**src/rtl/mem_access_sequencer.sv**
```systemverilog
// Memory access sequencer: arbitrates fetch/data requests and steps one RAM access
// through ADDR/WAIT/CAPT/DONE. Optional WAIT timeout enabled by MEM_ACCESS_TIMEOUT_EN.
module mem_access_sequencer #(
  parameter int         TIMEOUT_CYCLES = 16,
  parameter logic [1:0] FETCH_TYPE     = 2'b10
) (
  input  logic       Clk,
  input  logic       Rst_n,
  input  logic       Fetch_Req,
  input  logic       Data_Req,
  input  logic       Data_RW,
  input  logic [1:0] Data_Type,
  input  logic       MOC,
  output logic       MAR_Ld,
  output logic       MDR_Ld,
  output logic       IR_Ld,
  output logic       MM,
  output logic       MOV,
  output logic       RW,
  output logic [1:0] Type,
  output logic       Fetch_Ack,
  output logic       Data_Ack,
  output logic       Busy,
  output logic       Err
);

  typedef enum logic [2:0] {
    S_IDLE = 3'd0,
    S_ADDR = 3'd1,
    S_WAIT = 3'd2,
    S_CAPT = 3'd3,
    S_DONE = 3'd4
  } state_t;

  if (TIMEOUT_CYCLES < 1 || TIMEOUT_CYCLES > 31) begin : g_param_check
    $error("TIMEOUT_CYCLES must be in 1..31");
  end

  state_t     r_state;
  state_t     w_next_state;
  logic       r_kind_data;
  logic       r_rw;
  logic [1:0] r_type;
  logic       w_grant;
  logic       w_timeout_hit;
  logic       w_err_flag;

  assign w_grant = Data_Req || Fetch_Req;

  // Access attributes are frozen at grant so request changes mid-access are ignored.
  always_ff @(posedge Clk or negedge Rst_n) begin
    if (!Rst_n) begin
      r_state     <= S_IDLE;
      r_kind_data <= 1'b0;
      r_rw        <= 1'b0;
      r_type      <= 2'b00;
    end else begin
      r_state <= w_next_state;
      if (r_state == S_IDLE && w_grant) begin
        r_kind_data <= Data_Req;
        r_rw        <= Data_Req ? Data_RW : 1'b1;
        r_type      <= Data_Req ? Data_Type : FETCH_TYPE;
      end
    end
  end

`ifdef MEM_ACCESS_TIMEOUT_EN
  localparam logic [4:0] TO_LAST = 5'(TIMEOUT_CYCLES - 1);

  logic [4:0] r_wait_cnt;
  logic       r_timeout;

  assign w_timeout_hit = (r_state == S_WAIT) && !MOC && (r_wait_cnt == TO_LAST);
  assign w_err_flag    = r_timeout;

  always_ff @(posedge Clk or negedge Rst_n) begin
    if (!Rst_n) begin
      r_wait_cnt <= 5'd0;
      r_timeout  <= 1'b0;
    end else begin
      if (r_state == S_ADDR) begin
        r_wait_cnt <= 5'd0;
      end else if (r_state == S_WAIT && !MOC) begin
        r_wait_cnt <= r_wait_cnt + 5'd1;
      end
      if (r_state == S_IDLE) begin
        r_timeout <= 1'b0;
      end else if (w_timeout_hit) begin
        r_timeout <= 1'b1;
      end
    end
  end
`else
  assign w_timeout_hit = 1'b0;
  assign w_err_flag    = 1'b0;
`endif

  always_comb begin
    w_next_state = r_state;
    MAR_Ld       = 1'b0;
    MDR_Ld       = 1'b0;
    IR_Ld        = 1'b0;
    MM           = 1'b0;
    MOV          = 1'b0;
    RW           = 1'b0;
    Type         = 2'b00;
    Fetch_Ack    = 1'b0;
    Data_Ack     = 1'b0;
    Err          = 1'b0;
    Busy         = (r_state != S_IDLE);
    case (r_state)
      S_IDLE: begin
        if (w_grant) w_next_state = S_ADDR;
      end
      S_ADDR: begin
        MAR_Ld = 1'b1;
        // Stores load write data from the ALU alongside the address.
        if (!r_rw) begin
          MDR_Ld = 1'b1;
          MM     = 1'b1;
        end
        w_next_state = S_WAIT;
      end
      S_WAIT: begin
        MOV  = 1'b1;
        RW   = r_rw;
        Type = r_type;
        if (MOC) begin
          w_next_state = r_rw ? S_CAPT : S_DONE;
        end else if (w_timeout_hit) begin
          w_next_state = S_DONE;
        end
      end
      S_CAPT: begin
        MOV  = 1'b1;
        RW   = r_rw;
        Type = r_type;
        if (r_kind_data) MDR_Ld = 1'b1;
        else             IR_Ld  = 1'b1;
        w_next_state = S_DONE;
      end
      S_DONE: begin
        Fetch_Ack    = !r_kind_data;
        Data_Ack     = r_kind_data;
        Err          = w_err_flag;
        w_next_state = S_IDLE;
      end
      default: w_next_state = S_IDLE;
    endcase
  end

endmodule

```
**config.mk**
```make
export PLATFORM = sky130hd
export DESIGN_NAME = mem_access_sequencer
export DESIGN_NICKNAME = d
export VERILOG_FILES = /design/src/rtl/mem_access_sequencer.sv
export SDC_FILE = /design/constraint.sdc
export NUM_CORES = 1
export LEC_CHECK = 0
export CELL_PAD_IN_SITES_DETAIL_PLACEMENT = 0
export CELL_PAD_IN_SITES_GLOBAL_PLACEMENT = 1
export CORE_MARGIN = 2
export CORE_UTILIZATION = 28
export CTS_CLUSTER_SIZE = 10
export DETAILED_ROUTE_END_ITERATION = 6
export PLACE_DENSITY = 0.85
export SLEW_MARGIN = 15
export SYNTH_ARGS = -nofsm -noshare
export SYNTH_HDL_FRONTEND = slang
export SYNTH_SLANG_ARGS = --single-unit
```
**constraint.sdc**
```tcl
create_clock -name Clk -period 2.8 [get_ports Clk]
set_input_delay 0.56 -clock Clk [delete_from_list [all_inputs] [get_ports Clk]]
set_output_delay 0.56 -clock Clk [all_outputs]
set_load 0.01 [all_outputs]
```
-- Yosys cells after proc, flatten, opt, wreduce, memory -nomap -nowiden
Index checks and enable logic that the tools add are counted.
- bits in registers: 7
- bits of input ports: 8
- logic and storage cells: 35
- output and inout port bits: 12
- multiplexer cells: 18
- eq/ne operators: 6
- reduce and logical (&&, ||, !) cells: 7
- operators by type and width (operator ; number):
    one-hot mux 3 bit (4 select lines) ; 1
    2-to-1 mux 1 bit ; 11
    2-to-1 mux 3 bit ; 3
    equality test 3 x 2 -> 1 bit (second input constant) ; 2
    2-to-1 mux 2 bit ; 2
    inequality test 2 bit (second input constant) ; 2
    equality test 3 x 1 -> 1 bit (second input constant) ; 1
    equality test 3 bit (second input constant) ; 1
    zero test 3 bit ; 1
    nonzero test 3 bit ; 1
    one-hot mux 1 bit (2 select lines) ; 1
    AND reduction 2 bit ; 1
    OR reduction 2 bit ; 1
    logical AND 1 bit ; 1
    zero test 1 bit ; 1
    logical OR 1 bit ; 1

-- Longest topological paths before layout
- depth after elaboration: 3
- gate-level depth with buffers: 4
- depth with buffers taken out: 3

-- Worst setup path after synthesis
No wires, ideal clock.
- kind: flip-flop to output port
- from: register r_state[1]
- to: output Fetch_Ack
- arrival time: 1.060 ns
- setup slack: 1.180 ns
- data required time: 2.240 ns
- buffers on the path: 1
- stages on the path, launching flop included: 3
- cells stage by stage: dfrtp_1 buf_4 nor4b_1
- longest elaborated chain between the ends: 2
- RTL lines (item ; line ; text):
    from (decl) ; 39 ; state_t r_state;
    from (signal assigned) ; 58 ; r_state <= w_next_state;
    equality test 3 bit ; 111 ; case (r_state)
    2-to-1 mux 1 bit ; 111 ;
    to (decl) ; 21 ; output logic Fetch_Ack,
Every way passes these cells.

-- Worst setup path in the final report
- from: register r_state[1]
- to: output RW
- longest elaborated chain between the ends: 3
- elaborated cells on any way between the ends: 4
- those cells by class: eq/ne: 2; mux: 1; reduce/logical: 1
- RTL lines (item ; line ; text):
    equality test 3 x 2 -> 1 bit ; 111 ;
    OR reduction 2 bit (no line) (*) ; - ;
    2-to-1 mux 1 bit (*) ; 111 ;
    to (decl) ; 19 ; output logic RW,
Every way passes the cells marked *; elsewhere a longest branch is shown, timed or not.

==> impl_metrics.py <==
metrics = {
    "status": {
        "status": "complete, no violations",
    },
    "synth": {
        "synthCells": 43,
        "yosysUniqueCellTypes": 22,
        "yosysSeqAreaShare_pct": 43.48,
        "netlist_area_um2": 402.9,
        "avgSynthCellArea_um2": 9.369,
        "yosys_warnings": 0,
        "postSynthNetCount": 51,
        "yosys_register_bits": 7,
    },
    "detailed_routing": {
        "dr.pass1.iters": 4,
        "ant_nets": 0,
        "drt_iter0_drc": 5,
        "vias_per_cell": 4.872,
        "drc_errors": 0,
        "vias": 380,
        "wirelength_um": 828,
        "routedWlPerCell_um": 10.62,
    },
    "critical_path": {
        "worstPathRequired_ns": 2.24,
        "path_class": "flip-flop to output pin",
        "critPathLaunchType": "flip-flop",
        "worstSetupEndpointType": "output pin",
        "path_max_fanout": 13,
        "cp.arrival_ns": 1.83,
    },
    "die": {
        "io-pin-count": 20,
        "core_region_area_mm2": 0.001318,
        "fp.dieArea_mm2": 0.001758,
        "dieHeight_um": 41.93,
        "start_util_pct": 30.58,
        "row_count": 13,
        "chipWidth_um": 41.93,
    },
    "hold_path": {
        "holdCritPathClass": "flip-flop to flip-flop",
    },
    "grt": {
        "antenna_found_initial": 0,
        "globalRouteOverflowTotal": 0,
        "grt_max_degree": 14,
        "grt_first_pass_wirelength_mm": 1.345,
        "grt_pass1_vias": 339,
        "grt_usage_pct": 10.34,
    },
    "clock_tree": {
        "clk_pin_slew_ns": 0.06,
        "cts_tree": "done",
        "cts.sinks": 7,
        "cts_hold_buf": 0,
        "clk_latency_ns": 0.25,
        "cts-htree-levels": 1,
        "cts_buffers": 3,
        "clockRootBuffer": "clkbuf_4",
        "post-cts-setup-buffers": 0,
        "cts_resized": 0,
        "cts_buffer_depth": 2,
    },
    "placed_design": {
        "io_buffers": 18,
        "dpl_cell_area_um2": 586.8,
        "gp_congestion": 0.7104,
        "preCtsSetupSlack_ns": 0.6833,
        "hpwl_um": 675.2,
    },
    "layout": {
        "diodes": 0,
        "nets": 72,
        "drive_gt1_share_pct": 6.349,
        "layout_commonest_cell": "clkdlybuf4s50_1",
        "syn2layout_area_growth_pct": 52.17,
        "finalInstanceArea_um2": 613.1,
        "final_cell_mix": "18 x clkdlybuf4s50_1, 7 x dfrtp_1, 4 x nor2_1, 3 x and2_1, 3 x clkbuf_4",
    },
    "flow_run": {
        "drv_cap": 0,
    },
    "sta": {
        "period_share_pct": 85.28,
        "worst_slack_ns": 0.4121,
        "setup_tns_ns": 0,
        "finClkSkew_ns": 0.001225,
        "fin_crit_ns": 2.388,
        "max_freq_ghz": 0.4188,
        "whs_ns": 0.4835,
        "slew_viol_final": 0,
        "setup_violations": 0,
        "hold_viol": 0,
        "grt_setup_unrepaired": "no",
    },
    "power_and_ir_drop": {
        "p_per_area_mw_per_mm2": 1056,
        "p_leak_nw": 0.2435,
        "vdd_drop_max_mv": 0.5183,
    },
}
[cell families after synthesis]
logic type / after synthesis / share of synthesized area (%)
compound gates: 8 / 13.97
buf+inv: 4 / 5.590
flops: 7 / 43.48
other cells: 1 / 0.9308
simple gates: 23 / 36.03
[final timing paths]
check	slack [ns]	endpoint	depth (start not counted)	startpoint
min reg2reg	0.48	r_type[1]	1	r_type[1]
max	0.41	RW	3	r_state[1]
max in group asynchronous	2.00	r_state[0]	1	Rst_n
min	0.48	r_type[1]	1	r_type[1]
min in group asynchronous	0.57	r_kind_data	1	Rst_n
max reg2reg	1.52	r_type[1]	3	r_state[1]
[area by class of cell]
type                            instances  area (µm²)
Inverter                                2       7.507
Multi-Input combinational cell         32       205.2
Tap cell                               15       18.77
Clock buffer                            4       26.28
Sequential cell                         7       175.2
Fill cell                             128       704.4
Timing Repair Buffer                   18       180.2
[power breakdown]
part | switching, mW | internal, mW
combinational | 0.132 | 0.199
clock | 0.0389 | 0.0545
sequential | 0.0767 | 0.146
[synth_stat cells]
master	instances	share of area, %
a21oi_1	2	2.5
a22o_1	1	2.2
and2_1	3	4.7
and2b_1	1	1.9
buf_4	2	3.7
conb_1	1	0.93
dfrtp_1	7	43
inv_1	2	1.9
nand2_1	2	1.9
nand2b_1	2	3.1
nand3_1	2	2.5
nor2_1	4	3.7
nor2b_1	2	3.1
nor3_1	2	2.5
nor3_4	1	4.0
nor3b_1	1	1.9
nor4b_1	1	2.2
nor4bb_1	1	2.5
o21a_1	2	3.7
o21ai_0	1	1.2
o22a_1	2	4.3
or3b_1	1	2.2
[flip-flops by register name, indices dropped and copies added, names as in the netlist]
name         count
r_rw             1
r_type           2
r_state          3
r_kind_data      1
[metal layers]
| layer | vias up | track usage [%] | part of all wire [%] |
|---|---|---|---|
| met5 | - | 0 | 0 |
| met4 | 0 | 3.871 | 0 |
| met3 | 0 | 5.217 | 6.2 |
| met2 | 17 | 18.44 | 53 |
| met1 | 176 | 10.08 | 41 |
| li1 | 187 | - | - |
[worst max-delay path, cell delays in order, from the launching register on]
cell and delay, ns:
dfrtp_1 0.58, nor2b_1 0.31, and2_1 0.16, clkdlybuf4s50_1 0.53
[per-stage QoR]
stage / util [%] / total power, mW / std cells
finish: 46.53 / 0.6475 / 78
global route: 46.53 / 0.7030 / 78
CTS: 46.53 / 0.6559 / 78
detailed placement: 44.54 / 0.5580 / 74
global placement: 44.54 / 0.5559 / 74
floorplan: - / 0.4057 / 43
Power figures use the tool's default switching activity.
